File: config.mk
export PLATFORM = sky130hd
export DESIGN_NAME = entropy_collector512
export DESIGN_NICKNAME = d
export VERILOG_FILES = /design/src/rtl/entropy_collector512.sv
export SDC_FILE = /design/constraint.sdc
export NUM_CORES = 1
export LEC_CHECK = 0
export CAP_MARGIN = 20
export CORE_AREA = 2 2 207 209
export CTS_CLUSTER_DIAMETER = 60
export DETAILED_ROUTE_END_ITERATION = 7
export DIE_AREA = 0 0 209 211
export MAX_ROUTING_LAYER = met4
export PLACE_DENSITY = 0.8
export RECOVER_POWER = 50
export SLEW_MARGIN = 20
export SYNTH_ARGS = -nofsm -noshare
export SYNTH_HDL_FRONTEND = slang
export SYNTH_SLANG_ARGS = --single-unit
export TNS_END_PERCENT = 1
File: constraint.sdc
create_clock -name clk -period 3.2 [get_ports clk]
set_input_delay 0.96 -clock clk [delete_from_list [all_inputs] [get_ports clk]]
set_output_delay 0.96 -clock clk [all_outputs]
set_load 0.1 [all_outputs]
File: src/rtl/entropy_collector512.sv
// entropy_collector512
//   Collects 512 accepted raw entropy bits into a block. It presents the block
//   to a SHA-256 wrapper and holds it until the digest is reported complete.
//   FSM states: IDLE -> COLLECT -> HASH -> RELEASE -> (COLLECT | IDLE).
//
// Optional feature: define HEALTH_TEST_EN to enable the repetition-count
//   health test. Without it, health_fail is tied low and no run counter exists.
//
// Ports
//   clk          rising-edge clock
//   rst          synchronous active-low reset
//   enable       level; permits block collection
//   raw_bit      raw entropy bit
//   raw_valid    raw_bit qualifier
//   sha_go       level go to SHA wrapper, held until sha_done
//   sha_data     collected 512-bit block, stable while sha_go=1
//   sha_done     digest complete (only honoured in HASH)
//   busy         state != IDLE (registered)
//   blk_cnt      blocks hashed, wraps
//   health_fail  sticky repetition-count failure
module entropy_collector512 #(
  parameter int unsigned REP_LIMIT = 32
) (
  input  logic         clk,
  input  logic         rst,
  input  logic         enable,
  input  logic         raw_bit,
  input  logic         raw_valid,
  output logic         sha_go,
  output logic [511:0] sha_data,
  input  logic         sha_done,
  output logic         busy,
  output logic [15:0]  blk_cnt,
  output logic         health_fail
);

  if (REP_LIMIT < 2 || REP_LIMIT > 255) begin : g_bad_rep_limit
    $error("entropy_collector512: REP_LIMIT must be within 2..255");
  end

  typedef enum logic [1:0] {IDLE, COLLECT, HASH, RELEASE} state_e;

  state_e       state_q, state_d;
  logic [9:0]   bit_cnt_q, bit_cnt_d;
  logic [511:0] data_q, data_d;
  logic [15:0]  blk_q, blk_d;
  logic         go_q, go_d;
  logic         busy_q, busy_d;
  logic         accept;
  logic         trip;

  // Bits are only taken while collecting and still enabled; a falling enable
  // wins over a coincident valid bit.
  assign accept = (state_q == COLLECT) && enable && raw_valid;

`ifdef HEALTH_TEST_EN
  localparam logic [7:0] REP_LIM8 = 8'(REP_LIMIT);

  logic [7:0] run_q, run_d;
  logic       last_q, last_d;
  logic       hf_q, hf_d;

  // run_q == 0 means "no bit seen yet in this collection run", so the first
  // accepted bit always starts a fresh run of length 1.
  always_comb begin
    run_d  = run_q;
    last_d = last_q;
    hf_d   = hf_q;
    trip   = 1'b0;
    if (state_q != COLLECT) begin
      run_d  = '0;
      last_d = 1'b0;
    end else if (accept) begin
      last_d = raw_bit;
      if (run_q == 8'd0 || raw_bit != last_q) run_d = 8'd1;
      else                                    run_d = run_q + 8'd1;
      // A trip restarts the run so a further REP_LIMIT repeats trip again.
      if (run_d >= REP_LIM8) begin
        trip  = 1'b1;
        hf_d  = 1'b1;
        run_d = '0;
      end
    end
  end

  always_ff @(posedge clk) begin
    if (!rst) begin
      run_q  <= '0;
      last_q <= 1'b0;
      hf_q   <= 1'b0;
    end else begin
      run_q  <= run_d;
      last_q <= last_d;
      hf_q   <= hf_d;
    end
  end

  assign health_fail = hf_q;
`else
  assign trip        = 1'b0;
  assign health_fail = 1'b0;
`endif

  always_comb begin
    state_d   = state_q;
    bit_cnt_d = bit_cnt_q;
    data_d    = data_q;
    blk_d     = blk_q;
    unique case (state_q)
      IDLE: begin
        bit_cnt_d = '0;
        if (enable) state_d = COLLECT;
      end
      COLLECT: begin
        if (!enable) begin
          // Partial block is abandoned; data stays but is never presented.
          state_d   = IDLE;
          bit_cnt_d = '0;
        end else if (accept) begin
          data_d = {data_q[510:0], raw_bit};
          if (trip) begin
            bit_cnt_d = '0;
          end else if (bit_cnt_q == 10'd511) begin
            bit_cnt_d = '0;
            state_d   = HASH;
          end else begin
            bit_cnt_d = bit_cnt_q + 10'd1;
          end
        end
      end
      HASH: begin
        // enable is deliberately ignored here: a started hash always finishes.
        if (sha_done) begin
          blk_d   = blk_q + 16'd1;
          state_d = RELEASE;
        end
      end
      RELEASE: begin
        bit_cnt_d = '0;
        state_d   = enable ? COLLECT : IDLE;
      end
      default: state_d = IDLE;
    endcase
    // Outputs are registered alongside the state they describe.
    go_d   = (state_d == HASH);
    busy_d = (state_d != IDLE);
  end

  always_ff @(posedge clk) begin
    if (!rst) begin
      state_q   <= IDLE;
      bit_cnt_q <= '0;
      data_q    <= '0;
      blk_q     <= '0;
      go_q      <= 1'b0;
      busy_q    <= 1'b0;
    end else begin
      state_q   <= state_d;
      bit_cnt_q <= bit_cnt_d;
      data_q    <= data_d;
      blk_q     <= blk_d;
      go_q      <= go_d;
      busy_q    <= busy_d;
    end
  end

  assign sha_go   = go_q;
  assign sha_data = data_q;
  assign busy     = busy_q;
  assign blk_cnt  = blk_q;

endmodule

# After elaboration in Yosys (flattened, before gate mapping)
# Index checks and enable logic that the tools add are counted.
[word_totals]
register_bits = 542
in_bits = 6
out_inout_bits = 531
word_cells = 34
[classes]
add_sub_neg = 2
eq_ne = 6
muxes = 11
reduce_logical = 9
[op_table]
columns = ["operator", "count"]
rows = [
  ["$mux 10", 3],
  ["$pmux 10 s2", 1],
  ["$add 16x1->16 const B", 1],
  ["$add 10x1->10 const B", 1],
  ["$eq 10x9->1 const B", 1],
  ["$mux 2", 5],
  ["$pmux 2 s4", 1],
  ["$eq 2x2->1 const B", 3],
  ["$reduce_and 2->1", 2],
  ["$reduce_bool 2->1", 2],
  ["$ne 3x3->1 const B", 1],
  ["$reduce_and 3->1", 1],
  ["$eq 2x1->1 const B", 1],
  ["$logic_and 1x1->1", 2],
  ["$logic_not 2->1", 1],
  ["$reduce_or 2->1", 1],
  ["$mux 1", 1],
]

# Depth between registers and ports, before layout
# Gate-level depths: netlist (run 1).
[depth]
ltp_word = 7
ltp_mapped = 8
ltp_nobuf = 6

# Worst setup path after synthesis (run 1)
# No wires, ideal clock.
[synth_path]
path_type = "reg2reg"
startpoint = "reg blk_q[0], in the netlist blk_cnt[0]"
endpoint = "reg blk_q[12], in the netlist blk_cnt[12]"
setup_time_ps = 122
arrival_ps = 2034
required_time_ps = 3078
setup_slack_ps = 1044
path_stages_with_launch = 6
n_path_buf = 0
synth_period_minus_slack_ps = 2156
path_cell_list = "dfxtp_1 > ha_1 > nand4_1 > nor4_1 > nand2_1 > mux2i_1"
[synth_via]
elab_chain_cells = 1
[synth_rtl]
columns = ["element", "line_no", "text"]
rows = [
  ["start: declaration", "46", "logic [15:0] blk_q, blk_d;"],
  ["start signal: assignment", "161", "blk_q <= blk_d;"],
  ["$add 16x1->16", "134", "blk_d = blk_q + 16'd1;"],
]
# Every way passes these cells.
# A chain may end at the register's enable or synchronous reset.

# Worst setup path in the final report (run 1)
[layout_path]
startpoint = "reg data_q[355], in the netlist sha_data[355]"
endpoint = "out sha_data[355]"
[layout_rtl]
columns = ["element", "line_no", "text"]
rows = [
  ["start: declaration", "45", "logic [511:0] data_q, data_d;"],
  ["start signal: assignment", "160", "data_q <= data_d;"],
  ["end: declaration", "30", "output logic [511:0] sha_data,"],
]
# No word-level cell between the ends.

==> results of run 1 <==
-- placed cells by master (no fill, tap or decap), types with 4 or more instances in the layout --
master / instances
nand2_1: 1041
dfxtp_1: 542
a21boi_0: 515
buf_4: 284
clkbuf_1: 253
clkbuf_16: 57
clkbuf_2: 17
buf_12: 17
nand4_1: 10
clkbuf_8: 10
and2_1: 9
nand3_1: 8
xor2_1: 8
xnor2_1: 8
clkinv_2: 8
nor2_1: 7
nand2b_1: 6
o21ai_0: 6
and2_0: 6
ha_1: 6
inv_1: 5
a21oi_1: 5
mux2i_1: 4
-- final timing paths --
kind                           endpoint                       start  depth (start not counted)
min          sha_data[475]$_SDFFE_PN0P_  sha_data[474]$_SDFFE_PN0P_                          2
max                       sha_data[355]  sha_data[355]$_SDFFE_PN0P_                          1
max reg2reg  sha_data[216]$_SDFFE_PN0P_       state_q[1]$_SDFF_PN0_                          7
min reg2reg  sha_data[475]$_SDFFE_PN0P_  sha_data[474]$_SDFFE_PN0P_                          2
-- final cells by class --
type / count / share of cell area [%]
antenna: 1 / 0.00986
clock buffer: 81 / 6.37
clock inverter: 12 / 0.493
inverter: 5 / 0.0739
multi-input combinational: 1669 / 33.8
sequential: 542 / 42.7
tap: 539 / 2.66
timing repair buffer: 563 / 13.9
-- registers in the layout, summed over array words and instances, names as in the netlist --
signal and flops:
sha_go 1, busy 1, sha_data 512, state_q 2
bit_cnt_q 10, blk_cnt 16
-- per-layer routing --
layer	share of wire, %	up-vias	track usage (%)
met4	3.6	0	9.56
met5	0	-	-
met1	41	8147	27.8
met3	7.9	118	7.11
met2	48	501	39.9
li1	-	8587	-
-- power breakdown --
part,total (mW),leakage [nW],switching [mW],internal [mW]
logic,0.387,3.74,0.256,0.130
registers,6.75,4.36,0.00325,6.75
clock network,6.24,0.861,2.61,3.63
total,13.4,8.97,2.87,10.5
-- kinds of logic after synthesis --
| logic type | after synthesis | synth area share [%] |
|---|---|---|
| simple gates | 1108 | 21.3 |
| flops | 542 | 53.5 |
| compound gates | 534 | 19.7 |
| buf+inv | 180 | 4.22 |
| xor+xnor | 16 | 0.691 |
| fa+ha+maj | 6 | 0.370 |
| mux | 4 | 0.197 |
| other cells | 1 | 0.0185 |
-- worst register-to-register path, cell delays in order (launching register included) --
cell and delay (ns):
dfxtp_1 0.37, inv_1 0.09, ha_1 0.27, nand3_4 0.13, buf_12 0.15, clkbuf_4 0.75
nand2_1 0.21, a21boi_0 0.26
-- synthesized netlist by cell type, drive strengths merged --
library cell,n,area [µm²]
a211oi,2,15.0
o311ai,1,8.76
o221a,1,11.3
nor3,3,15.0
xnor2,8,70.1
o31ai,1,7.51
clkbuf,113,424
nand4bb,1,11.3
buf,62,413
nand3,9,45.0
mux2i,4,40.0
nor2,7,26.3
o211a,1,10.0
o311a,1,10.0
nor4,3,25.0
or4,2,15.0
or3,2,12.5
conb,1,3.75
a21oi,5,25.0
o21ai,6,33.8
or2b,1,8.76
a21bo,1,10.0
and3,2,12.5
inv,5,18.8
xor2,8,70.1
and2,15,93.8
nand2b,6,37.5
and4,3,26.3
nand3b,3,22.5
nand2,1041,3910
ha,6,75.1
dfxtp,542,10900
nand4,10,62.6
a21boi,515,3870
-- metrics by stage --
stage	util, %	instances
global route	60.8	3412
CTS	63.1	3411
detailed placement	58.9	3318
finish	60.8	3412
global placement	58.9	3318
floorplan	-	2391
==> results_dict.tcl, run 1 <==
set metrics [dict create \
    setup_tns_ns 0 \
    fmax_mhz 354 \
    yosysUniqueCellTypes 37 \
    pre_cts_ws_ns 0.200 \
    clockRootBuffer "clkbuf_16" \
    gp_congestion 0.853 \
    crit_chain "clkbuf_1" \
    cap_violations 0 \
    vias 17400 \
    rows 75 \
    insertion_delay_ns 0.60 \
    path_clk_slew_ns 0.06 \
    grt_first_pass_wirelength_um 84500 \
    register_area_mm2 0.0109 \
    portBuffers 535 \
    drtIter0Drc 1368 \
    design.die.area_mm2 0.0441 \
    critPathTopFamily "buffers and inverters" \
    critPathMaxFanout 3 \
    grt-ovfl-total 0 \
    ctsResizeCount 0 \
    rsz0062_at_grt "false" \
    tightest_slew_ns 1.24 \
    critPathSlowestCell "clkbuf_1" \
    synth.yosys.seq_area_share_pct 53.5 \
    drc_errors 0 \
    grt_max_degree 134 \
    grt.total_usage_pct 24.2 \
    cts_sinks 542 \
    layout_setup_ws_ns 0.372 \
    critical_path_buf_inv_count 1 \
    slew_violations 0 \
    vdd_drop_max_mv 0.408 \
    fin_crit_ns 2.83 \
    cp_data_required_time_ns 2.24 \
    postPlaceCellArea_mm2 0.0246 \
    design_area_mm2 0.0254 \
    critPathLaunchType "flip-flop" \
    hold_path.class "reg -> reg" \
    antenna_found_initial 1 \
    start_util_pct 48.6 \
    die_w_um 209 \
    clockBufferDepth 3 \
    num-fill-cells 3734 \
    cts_buffers 56 \
    cts_max_level 2 \
    netlist_instances 2391 \
    wl_per_cell_um 16.1 \
    timing.hold.ws_ns 0.468 \
    boundaryPins 537 \
    die_h_um 211 \
    dpl.hpwl_um 37800 \
    synth_nets 2403 \
    p_total_mw 13.4 \
    leakage_nw 8.97 \
    multi_input_area_mm2 0.00858 \
    first_global_vias 16100 \
    drt-total-wl_um 54800 \
    area_growth_pct 25.1 \
    post-cts-setup-buffers 0 \
    yosysWarnings 0 \
    skew_ns 0.0108 \
    drive_gt1_share_pct 14.0 \
    crit_arrival_ns 1.87 \
    netlist_area_mm2 0.0203 \
    ys_ff_latch 542 \
    powerDensity_mw_per_mm2 527 \
    cts_tree "done" \
    setup_viol 0 \
    r2r_setup_slack_ns 0.87 \
    hold_violations 0 \
    postCtsHoldBufs 0 \
    core_area_mm2 0.0418 \
    finalCritPeriodShare_pct 88.4 \
    slowest_delay_ns 0.91 \
    slew-limit-headroom_pct 17.6 \
    path_class "reg -> out" \
    drt_pass1_iterations 5 \
    ant_nets 0 \
    post_drt_via_cell_ratio 5.09 \
    avgSynthCellArea_um2 8.48 \
    cp-end-kind "output port" \
    status "complete, no violations" \
    nNetsFinal 2849 \
]
Note: power is estimated with default switching activity, not from simulation.
==> run 2, diff against run 1 <==
- CORE_AREA: 2 2 207 209 -> 2 2 210 212
- DIE_AREA: 0 0 209 211 -> 0 0 212 214
- DONT_BUFFER_PORTS: not set -> 1
- PLACE_DENSITY: 0.8 -> not set
==> run 2 against run 1 <==
Against the previous run: sequential power barely moved; combinational power fell by 29%; worst hold slack got worse by 0.0057 ns; sequential share of layout area rose by 0.37 points; total power fell by 0.40%; highest routed layer unchanged; largest power group unchanged; via count fell by 4.2%; non-clock buffer count fell by 99; clock skew fell by 0.0043 ns; critical endpoint is now sha_data[396]; register-to-register slack got worse by 0.35 ns; flip-flop and latch count did not move; worst setup slack got worse by 0.021 ns.
==> results_dict.tcl, run 2 (synthesis results as in run 1) <==
set metrics [dict create \
    cts_buffers 55 \
    first_global_vias 15100 \
    boundaryPins 537 \
    skew_ns 0.00649 \
    largest_reg_flops 512 \
    cts_max_level 2 \
    gp_congestion 0.845 \
    postPlaceCellArea_mm2 0.0238 \
    drc_errors 0 \
    drtIter0Drc 1122 \
    diodes 0 \
    fin_crit_ns 2.85 \
    cp-end-kind "output port" \
    clkPwrFrac_pct 47.2 \
    hold_violations 0 \
    critPathTopFamily "buffers and inverters" \
    dpl.hpwl_um 36900 \
    crit_arrival_ns 1.89 \
    cp_data_required_time_ns 2.24 \
    wl_per_cell_um 16.0 \
    grt_max_degree 538 \
    drt-total-wl_um 53900 \
    rows 76 \
    switching_share_pct 20.6 \
    path_class "reg -> out" \
    placed_cells 3265 \
    cap_violations 0 \
    critPathMaxFanout 3 \
    start_util_pct 47.3 \
    timing.hold.ws_ns 0.462 \
    p_switching_mw 2.75 \
    die_w_um 212 \
    critPathSlowestCell "clkbuf_1" \
    cts_sinks 542 \
    postCtsHoldBufs 0 \
    post-cts-setup-buffers 0 \
    path_clk_slew_ns 0.06 \
    status "complete, no violations" \
    clockBufferDepth 3 \
    antenna_found_initial 0 \
    ctsResizeCount 0 \
    setup_viol 0 \
    design_area_mm2 0.0252 \
    hold_path.class "reg -> reg" \
    mostFrequentLayoutCell "nand2_1" \
    final_cell_count_no_fill 3363 \
    cellInternalPower_mw 10.6 \
    area_growth_pct 24.1 \
    p_comb_share_pct 2.1 \
    post_drt_via_cell_ratio 4.94 \
    slew_violations 0 \
    vias 16600 \
    ant_nets 0 \
    core_area_mm2 0.0429 \
    insertion_delay_ns 0.59 \
    die_h_um 214 \
    crit_chain "clkbuf_1" \
    rsz0062_at_grt "false" \
    drt_pass1_iterations 5 \
    design.die.area_mm2 0.0454 \
    powerDensity_mw_per_mm2 530 \
    critPathLaunchType "flip-flop" \
    leakage_nw 9.05 \
    setup_tns_ns 0 \
    slowest_delay_ns 1.00 \
    cts_tree "done" \
    grt-ovfl-total 0 \
    clockRootBuffer "clkbuf_16" \
    power_frac_seq_pct 50.7 \
    grt.total_usage_pct 23.4 \
    drive_gt1_share_pct 16.6 \
    nNetsFinal 2749 \
    vdd_drop_max_mv 0.465 \
    portBuffers 0 \
    fmax_mhz 351 \
    slew-limit-headroom_pct 8.53 \
    finalCritPeriodShare_pct 89.0 \
    critical_path_buf_inv_count 1 \
    tightest_slew_ns 1.37 \
    final_cell_mix "nand2_1, dfxtp_1, a21boi_0" \
    grt_first_pass_wirelength_um 83200 \
]
## run 2: per-stage QoR
stage | worst slack (ns) | power, mW | util (%)
3_5_place_dp | 0.876 | 7.19 | 55.6
3_3_place_gp | 0.929 | 7.18 | 55.6
4_1_cts | 0.596 | 13.5 | 59.8
2_1_floorplan | 1.04 | 7.21 | -
6_report | 0.351 | 13.3 | 58.7
5_1_grt | 0.293 | 13.8 | 58.7
## run 2: per-layer routing
| layer | vias to the layer above | part of all wire [%] | wire (µm) | track usage [%] |
|---|---|---|---|---|
| met5 | - | 0 | 0 | - |
| met4 | 0 | 3.6 | 1940 | 8.73 |
| met3 | 109 | 9.9 | 5330 | 9.27 |
| met2 | 429 | 48 | 25900 | 38.5 |
| met1 | 7672 | 38 | 20700 | 25.4 |
| li1 | 8414 | - | - | - |
## run 2: worst paths after layout
path	endpoint	slack [ns]	depth (start not counted)	from
min reg2reg	sha_data[163]$_SDFFE_PN0P_	0.46	2	sha_data[162]$_SDFFE_PN0P_
min	sha_data[163]$_SDFFE_PN0P_	0.46	2	sha_data[162]$_SDFFE_PN0P_
max reg2reg	sha_data[260]$_SDFFE_PN0P_	0.52	7	state_q[1]$_SDFF_PN0_
max	sha_data[396]	0.35	1	sha_data[396]$_SDFFE_PN0P_
## run 2: cell type report
class	instances	area [µm²]
Fill cell	3887	17700
Clock inverter	11	82.6
Timing Repair Buffer	464	3210
Tap cell	585	732
Clock buffer	87	1710
Inverter	5	18.8
Multi-Input combinational cell	1669	8570
Sequential cell	542	10900
## run 2: power groups by stage
| stage | clock, mW | combinational (mW) | sequential (mW) |
|---|---|---|---|
| 4_1_cts | 6.46 | 0.276 | 6.76 |
| 2_1_floorplan | 0 | 0.300 | 6.91 |
| 3_3_place_gp | 0 | 0.272 | 6.91 |
| 3_5_place_dp | 0 | 0.276 | 6.91 |
| 5_1_grt | 6.74 | 0.286 | 6.76 |
| 6_report | 6.29 | 0.275 | 6.76 |
